<file path="src/rtl/ips2l_pcie_dma_rx_bar_router.sv">
// Routes MWr and CplD write streams into per-BAR first-word-fall-through FIFOs.
// Optional per-BAR push counters are enabled by IPS2L_PCIE_DMA_RX_ROUTER_STAT_EN.
module ips2l_pcie_dma_rx_bar_router #(
  parameter int DATA_WIDTH = 128,
  parameter int ADDR_WIDTH = 9,
  parameter int BAR_NUM    = 3,
  parameter int FIFO_DEPTH = 4
) (
  input  logic                               clk,
  input  logic                               rst,
  input  logic                               i_mwr_wr_vld,
  output logic                               o_mwr_wr_rdy,
  input  logic [1:0]                         i_mwr_wr_bar,
  input  logic [ADDR_WIDTH-1:0]              i_mwr_wr_addr,
  input  logic [DATA_WIDTH-1:0]              i_mwr_wr_data,
  input  logic [DATA_WIDTH/8-1:0]            i_mwr_wr_be,
  input  logic                               i_cpld_wr_vld,
  output logic                               o_cpld_wr_rdy,
  input  logic [1:0]                         i_cpld_wr_bar,
  input  logic [ADDR_WIDTH-1:0]              i_cpld_wr_addr,
  input  logic [DATA_WIDTH-1:0]              i_cpld_wr_data,
  input  logic [DATA_WIDTH/8-1:0]            i_cpld_wr_be,
  output logic [BAR_NUM-1:0]                 o_bar_wr_vld,
  input  logic [BAR_NUM-1:0]                 i_bar_wr_rdy,
  output logic [BAR_NUM*ADDR_WIDTH-1:0]      o_bar_wr_addr,
  output logic [BAR_NUM*DATA_WIDTH-1:0]      o_bar_wr_data,
  output logic [BAR_NUM*(DATA_WIDTH/8)-1:0]  o_bar_wr_be,
  output logic [15:0]                        o_drop_cnt,
  output logic [BAR_NUM*32-1:0]              o_bar_wr_cnt
);

  localparam int BE_W    = DATA_WIDTH / 8;
  localparam int ENTRY_W = ADDR_WIDTH + DATA_WIDTH + BE_W;
  localparam int PTR_W   = $clog2(FIFO_DEPTH) + 1;
  localparam logic [2:0] BAR_LIM = 3'(BAR_NUM);

  // Handshake: every port transfers on vld & rdy at the rising clk edge; the
  // source rdy is the arbiter grant and may depend combinationally on its vld.

  logic               rr_ptr_q, rr_ptr_d;  // 0: MWr wins next contest, 1: CplD
  logic [BAR_NUM-1:0] fifo_full;
  logic [BAR_NUM-1:0] push;
  logic [3:0]         full_ext;
  logic               mwr_in_range, cpld_in_range;
  logic               mwr_elig, cpld_elig;
  logic               grant_mwr, grant_cpld, grant_any;
  logic [1:0]         sel_bar;
  logic               sel_in_range;
  logic [ENTRY_W-1:0] sel_entry;
  logic               drop;
  logic [15:0]        drop_q, drop_d;

  always_comb begin
    full_ext                = '0;
    full_ext[BAR_NUM-1:0]   = fifo_full;
    mwr_in_range            = {1'b0, i_mwr_wr_bar} < BAR_LIM;
    cpld_in_range           = {1'b0, i_cpld_wr_bar} < BAR_LIM;
    // Out-of-range indices take the drop path, which can never back-pressure.
    mwr_elig  = i_mwr_wr_vld  && (!mwr_in_range  || !full_ext[i_mwr_wr_bar]);
    cpld_elig = i_cpld_wr_vld && (!cpld_in_range || !full_ext[i_cpld_wr_bar]);
    grant_mwr  = mwr_elig  && (!cpld_elig || !rr_ptr_q);
    grant_cpld = cpld_elig && (!mwr_elig  ||  rr_ptr_q);
    grant_any  = grant_mwr || grant_cpld;
    rr_ptr_d   = rr_ptr_q;
    if (mwr_elig && cpld_elig) rr_ptr_d = ~rr_ptr_q;
    sel_bar      = grant_cpld ? i_cpld_wr_bar : i_mwr_wr_bar;
    sel_in_range = grant_cpld ? cpld_in_range : mwr_in_range;
    sel_entry    = grant_cpld ? {i_cpld_wr_addr, i_cpld_wr_data, i_cpld_wr_be}
                              : {i_mwr_wr_addr,  i_mwr_wr_data,  i_mwr_wr_be};
    drop   = grant_any && !sel_in_range;
    drop_d = drop_q;
    if (drop && (drop_q != 16'hFFFF)) drop_d = drop_q + 16'd1;
  end

  always_ff @(posedge clk or posedge rst) begin
    if (rst) begin
      rr_ptr_q <= 1'b0;
      drop_q   <= '0;
    end else begin
      rr_ptr_q <= rr_ptr_d;
      drop_q   <= drop_d;
    end
  end

  assign o_mwr_wr_rdy  = grant_mwr;
  assign o_cpld_wr_rdy = grant_cpld;
  assign o_drop_cnt    = drop_q;

  for (genvar k = 0; k < BAR_NUM; k++) begin : g_bar
    logic [PTR_W-1:0]   wr_q, wr_d, rd_q, rd_d, occ;
    logic [ENTRY_W-1:0] mem_q [FIFO_DEPTH];
    logic               empty, pop;

    assign push[k]      = grant_any && sel_in_range && (sel_bar == 2'(k));
    // Full/empty come from registered pointers only; a same-cycle pop never frees a slot.
    assign occ          = wr_q - rd_q;
    assign empty        = (occ == '0);
    assign fifo_full[k] = (occ == PTR_W'(FIFO_DEPTH));
    assign pop          = !empty && i_bar_wr_rdy[k];
    assign wr_d         = wr_q + PTR_W'(push[k]);
    assign rd_d         = rd_q + PTR_W'(pop);

    always_ff @(posedge clk or posedge rst) begin
      if (rst) begin
        wr_q <= '0;
        rd_q <= '0;
        for (int i = 0; i < FIFO_DEPTH; i++) mem_q[i] <= '0;
      end else begin
        wr_q <= wr_d;
        rd_q <= rd_d;
        if (push[k]) mem_q[wr_q[PTR_W-2:0]] <= sel_entry;
      end
    end

    assign o_bar_wr_vld[k] = !empty;
    assign {o_bar_wr_addr[k*ADDR_WIDTH +: ADDR_WIDTH],
            o_bar_wr_data[k*DATA_WIDTH +: DATA_WIDTH],
            o_bar_wr_be[k*BE_W +: BE_W]} = mem_q[rd_q[PTR_W-2:0]];

`ifdef IPS2L_PCIE_DMA_RX_ROUTER_STAT_EN
    logic [31:0] cnt_q, cnt_d;
    assign cnt_d = push[k] ? cnt_q + 32'd1 : cnt_q;
    always_ff @(posedge clk or posedge rst) begin
      if (rst) cnt_q <= '0;
      else     cnt_q <= cnt_d;
    end
    assign o_bar_wr_cnt[k*32 +: 32] = cnt_q;
`else
    assign o_bar_wr_cnt[k*32 +: 32] = 32'd0;
`endif
  end

endmodule

</file>
<file path="config.mk">
export PLATFORM = sky130hd
export DESIGN_NAME = ips2l_pcie_dma_rx_bar_router
export DESIGN_NICKNAME = d
export VERILOG_FILES = /design/src/rtl/ips2l_pcie_dma_rx_bar_router.sv
export SDC_FILE = /design/constraint.sdc
export NUM_CORES = 2
export LEC_CHECK = 0
export CAP_MARGIN = 20
export CORE_MARGIN = 3
export CORE_UTILIZATION = 50
export DETAILED_ROUTE_END_ITERATION = 12
export MAX_ROUTING_LAYER = met4
export PLACE_DENSITY = 0.8
export SETUP_SLACK_MARGIN = 0.4
export SLEW_MARGIN = 10
export SYNTH_ARGS = -nofsm -noshare
export SYNTH_HDL_FRONTEND = slang
export SYNTH_SLANG_ARGS = --single-unit
export TNS_END_PERCENT = 20
</file>
<file path="constraint.sdc">
create_clock -name clk -period 82.3 [get_ports clk]
set_input_delay 16.46 -clock clk [delete_from_list [all_inputs] [get_ports clk]]
set_output_delay 16.46 -clock clk [all_outputs]
set_load 0.05 [all_outputs]
</file>
==> impl_metrics.json <==
{
  "gr-usage-all-layers_pct": 27.84,
  "wl_per_cell_um": 22.73,
  "ys_top_cells_by_count": "dfrtp_1, nand2_1, nor2_1",
  "cts.htree.levels": 4,
  "insertion_delay_ns": 0.80,
  "grt-ovfl-total": 0,
  "gr-usage-met2_pct": 43.77,
  "min_path_type": "reg -> reg",
  "areaGrowthSynthToFinish_pct": 18.85,
  "finalNonFillerCells": 9746,
  "dpl_cell_area_um2": 87950,
  "drive_gt1_share_pct": 12.02,
  "synth_top_area_share_pct": 58.89,
  "viasPerCell": 5.884,
  "post-dp-hpwl_um": 138400,
  "grt_max_degree": 168,
  "relSlewSlack_pct": 22.30,
  "end_kind": "output port",
  "hold_end": "g_bar[1].mem_q[77]",
  "cp_slowest_cell": "clkdlybuf4s50_1",
  "run_status": "complete, no violations",
  "drt_pass1_iterations": 8,
  "final-hold-violation-count": 0,
  "ctsHoldBuffers": 0,
  "grt.met1_usage_pct": 35.75,
  "cts_setup_buffers": 0,
  "cts-root-buf": "clkbuf_16",
  "min_from": "g_bar[1].mem_q[77]",
  "crit_chain": "clkdlybuf4s50_1, nor2b_1, nand3_1, o2111ai_2, nand2_4, inv_1, clkdlybuf4s50_1",
  "synth.distinct_cells": 38,
  "antenna_found_initial": 4,
  "nNetsFinal": 7871,
  "seq_area_um2": 46840,
  "antenna_cells": 0,
  "r2r_cells": 12,
  "cts_sinks": 1871,
  "wl_um": 221500,
  "yosysMostFrequentCell": "dfrtp_1",
  "avgSynthCellArea_um2": 11.22,
  "cp.arrival_ns": 18.99,
  "syn_area_um2": 79500,
  "top_usage_layer": "met2",
  "met3_usage_pct": 6.924,
  "cts_tree": "done",
  "dieArea_um2": 163800,
  "synth_edf_count": 0,
  "worstHoldPathCells": 2,
  "syn_inst": 7087,
  "grt_pass1_wl_um": 343800,
  "reg2reg_from": "g_bar[1].rd_q[0]",
  "start_util_pct": 50.60,
  "ios": 893,
  "vias": 57350,
  "multiInputGateArea_um2": 29560,
  "dieHeight_um": 404.8,
  "ctsResizeCount": 0,
  "finalMaxSlewViolations": 0,
  "setup_viol": 0,
  "synth.yosys.seq_area_share_pct": 58.89,
  "criticalPathCategory": "in -> out",
  "finalSetupTns_ns": 0,
  "finClkSkew_ns": 0.03309,
  "die_w_um": 404.8,
  "drtAntennaViolNets": 0,
  "yosysWarnings": 0,
  "r2r_end": "g_bar[0].mem_q[45]",
  "critPathMaxStageDelay_ns": 0.82,
  "post-place-cells": 9380,
  "worst_setup_path_start_kind": "input port",
  "core_area_um2": 157100,
  "place_congestion": 0.8265,
  "fin_crit_sh_pct": 43.07,
  "drcViolationCount": 0,
  "rsz0062_at_grt": "no",
  "drt_iter0_drc": 5059,
  "port_buffers": 796,
  "tightest_slew_ns": 1.133,
  "grt_pass1_vias": 59260,
  "cp_max_fo": 20,
  "numCtsBuffers": 186,
  "finish.instance_area_um2": 94490,
  "fillers": 11820,
  "ys_ff_latch": 1871,
  "required_ns": 65.84,
  "synth_top_area_cell": "dfrtp_1",
  "max_freq_ghz": 0.02821,
  "maxCapViolations": 0,
  "crit_top_cell": "clkdlybuf4s50_1",
  "path_clk_slew_ns": 0.05,
  "min_period_ns": 35.45,
  "reg2reg_slack_ns": 76.33,
  "synthFlopType": "dfrtp_1",
  "ys_top_cells_by_area": "dfrtp_1, mux4_2, a21oi_1",
  "num_rows": 145,
  "cts_buffer_depth": 3,
  "synthArstFlopShare_pct": 100.0
}
final cells by class:
cell class	count	share of cell area [%]
Multi-Input combinational cell	4526	31.28
Timing Repair Buffer	937	9.670
Clock inverter	59	0.7905
Clock buffer	282	5.898
Inverter	13	0.05959
Tap cell	2058	2.725
Sequential cell	1871	49.57
kinds of logic after synthesis:
logic type                 share of synthesized area [%]
muxes                                              14.96
AOI/OAI and AO/OA                                  11.85
buffers and inverters                              4.498
other                                           0.004717
xor gates and xnor gates                          0.2864
DFF                                                58.89
adders and majority gates                         0.2990
and+or+nand+nor                                    9.209
state kept, by name, summed over array words and instances, names as in the netlist:
| signal | cells |
|---|---|
| o_drop_cnt | 16 |
| g_bar.wr_q | 9 |
| rr_ptr_q | 1 |
| g_bar.rd_q | 9 |
| g_bar.mem_q | 1836 |
through the flow:
| step | util [%] | hold slack, ns | worst slack [ns] |
|---|---|---|---|
| 2_1_floorplan | - | 0.4446 | 13.01 |
| 3_3_place_gp | 55.95 | 0.4557 | 46.99 |
| 3_5_place_dp | 55.98 | 0.4646 | 46.88 |
| 4_1_cts | 60.00 | 0.4779 | 46.89 |
| 5_1_grt | 60.14 | 0.4894 | 46.76 |
| 6_report | 60.14 | 0.4738 | 46.85 |
critical path, delay by kind of cell:
kind                   cells  cell delay (ns)
AO/OA/AOI/OAI              1             0.24
buffers and inverters      3             1.53
AND/OR/NAND/NOR            3             0.73
layout by cell type (no fill, tap or decap), drive strengths merged, types with 3 or more instances in the layout:
cell	Yosys	layout
and2	5	5
buf	386	129
nand2	933	933
a21oi	920	920
nand3	6	6
nor3	5	5
ha	19	19
clkinvlp	0	6
xor2	7	7
mux4	459	459
clkdlybuf4s50	0	796
o21ai	925	925
nor2b	7	7
bufinv	0	11
clkinv	0	34
conb	1	96
mux2i	153	153
and3	7	7
a2111oi	4	4
clkbuf	386	294
nand4	11	11
nor2	929	929
or2	3	3
inv	13	21
xnor2	19	19
dfrtp	1871	1871
worst max path at each step:
stage / startpoint / endpoint / slack, ns / cells past startpoint
final: i_mwr_wr_bar[0] / o_cpld_wr_rdy / 46.85 / 7
after floorplan: rst / g_bar[0].mem_q[0] / 13.01 / 1
after global placement: i_mwr_wr_bar[0] / o_cpld_wr_rdy / 46.99 / 7
after detailed placement: i_mwr_wr_bar[0] / o_cpld_wr_rdy / 46.88 / 7
after global routing: i_mwr_wr_bar[0] / o_cpld_wr_rdy / 46.76 / 7
after CTS: i_mwr_wr_bar[0] / o_cpld_wr_rdy / 46.89 / 7
layer usage:
metal / wire length, um / part of all wire [%] / up-vias
met5: 0 / 0 / -
met4: 7231 / 3.3 / 0
met3: 21250 / 9.6 / 451
met2: 107400 / 48 / 2522
met1: 85650 / 39 / 29250
li1: - / - / 25130
Power is left out: the tool's default activity adds up to more than one toggle a clock period on the data nets, which glitch-free logic cannot reach.
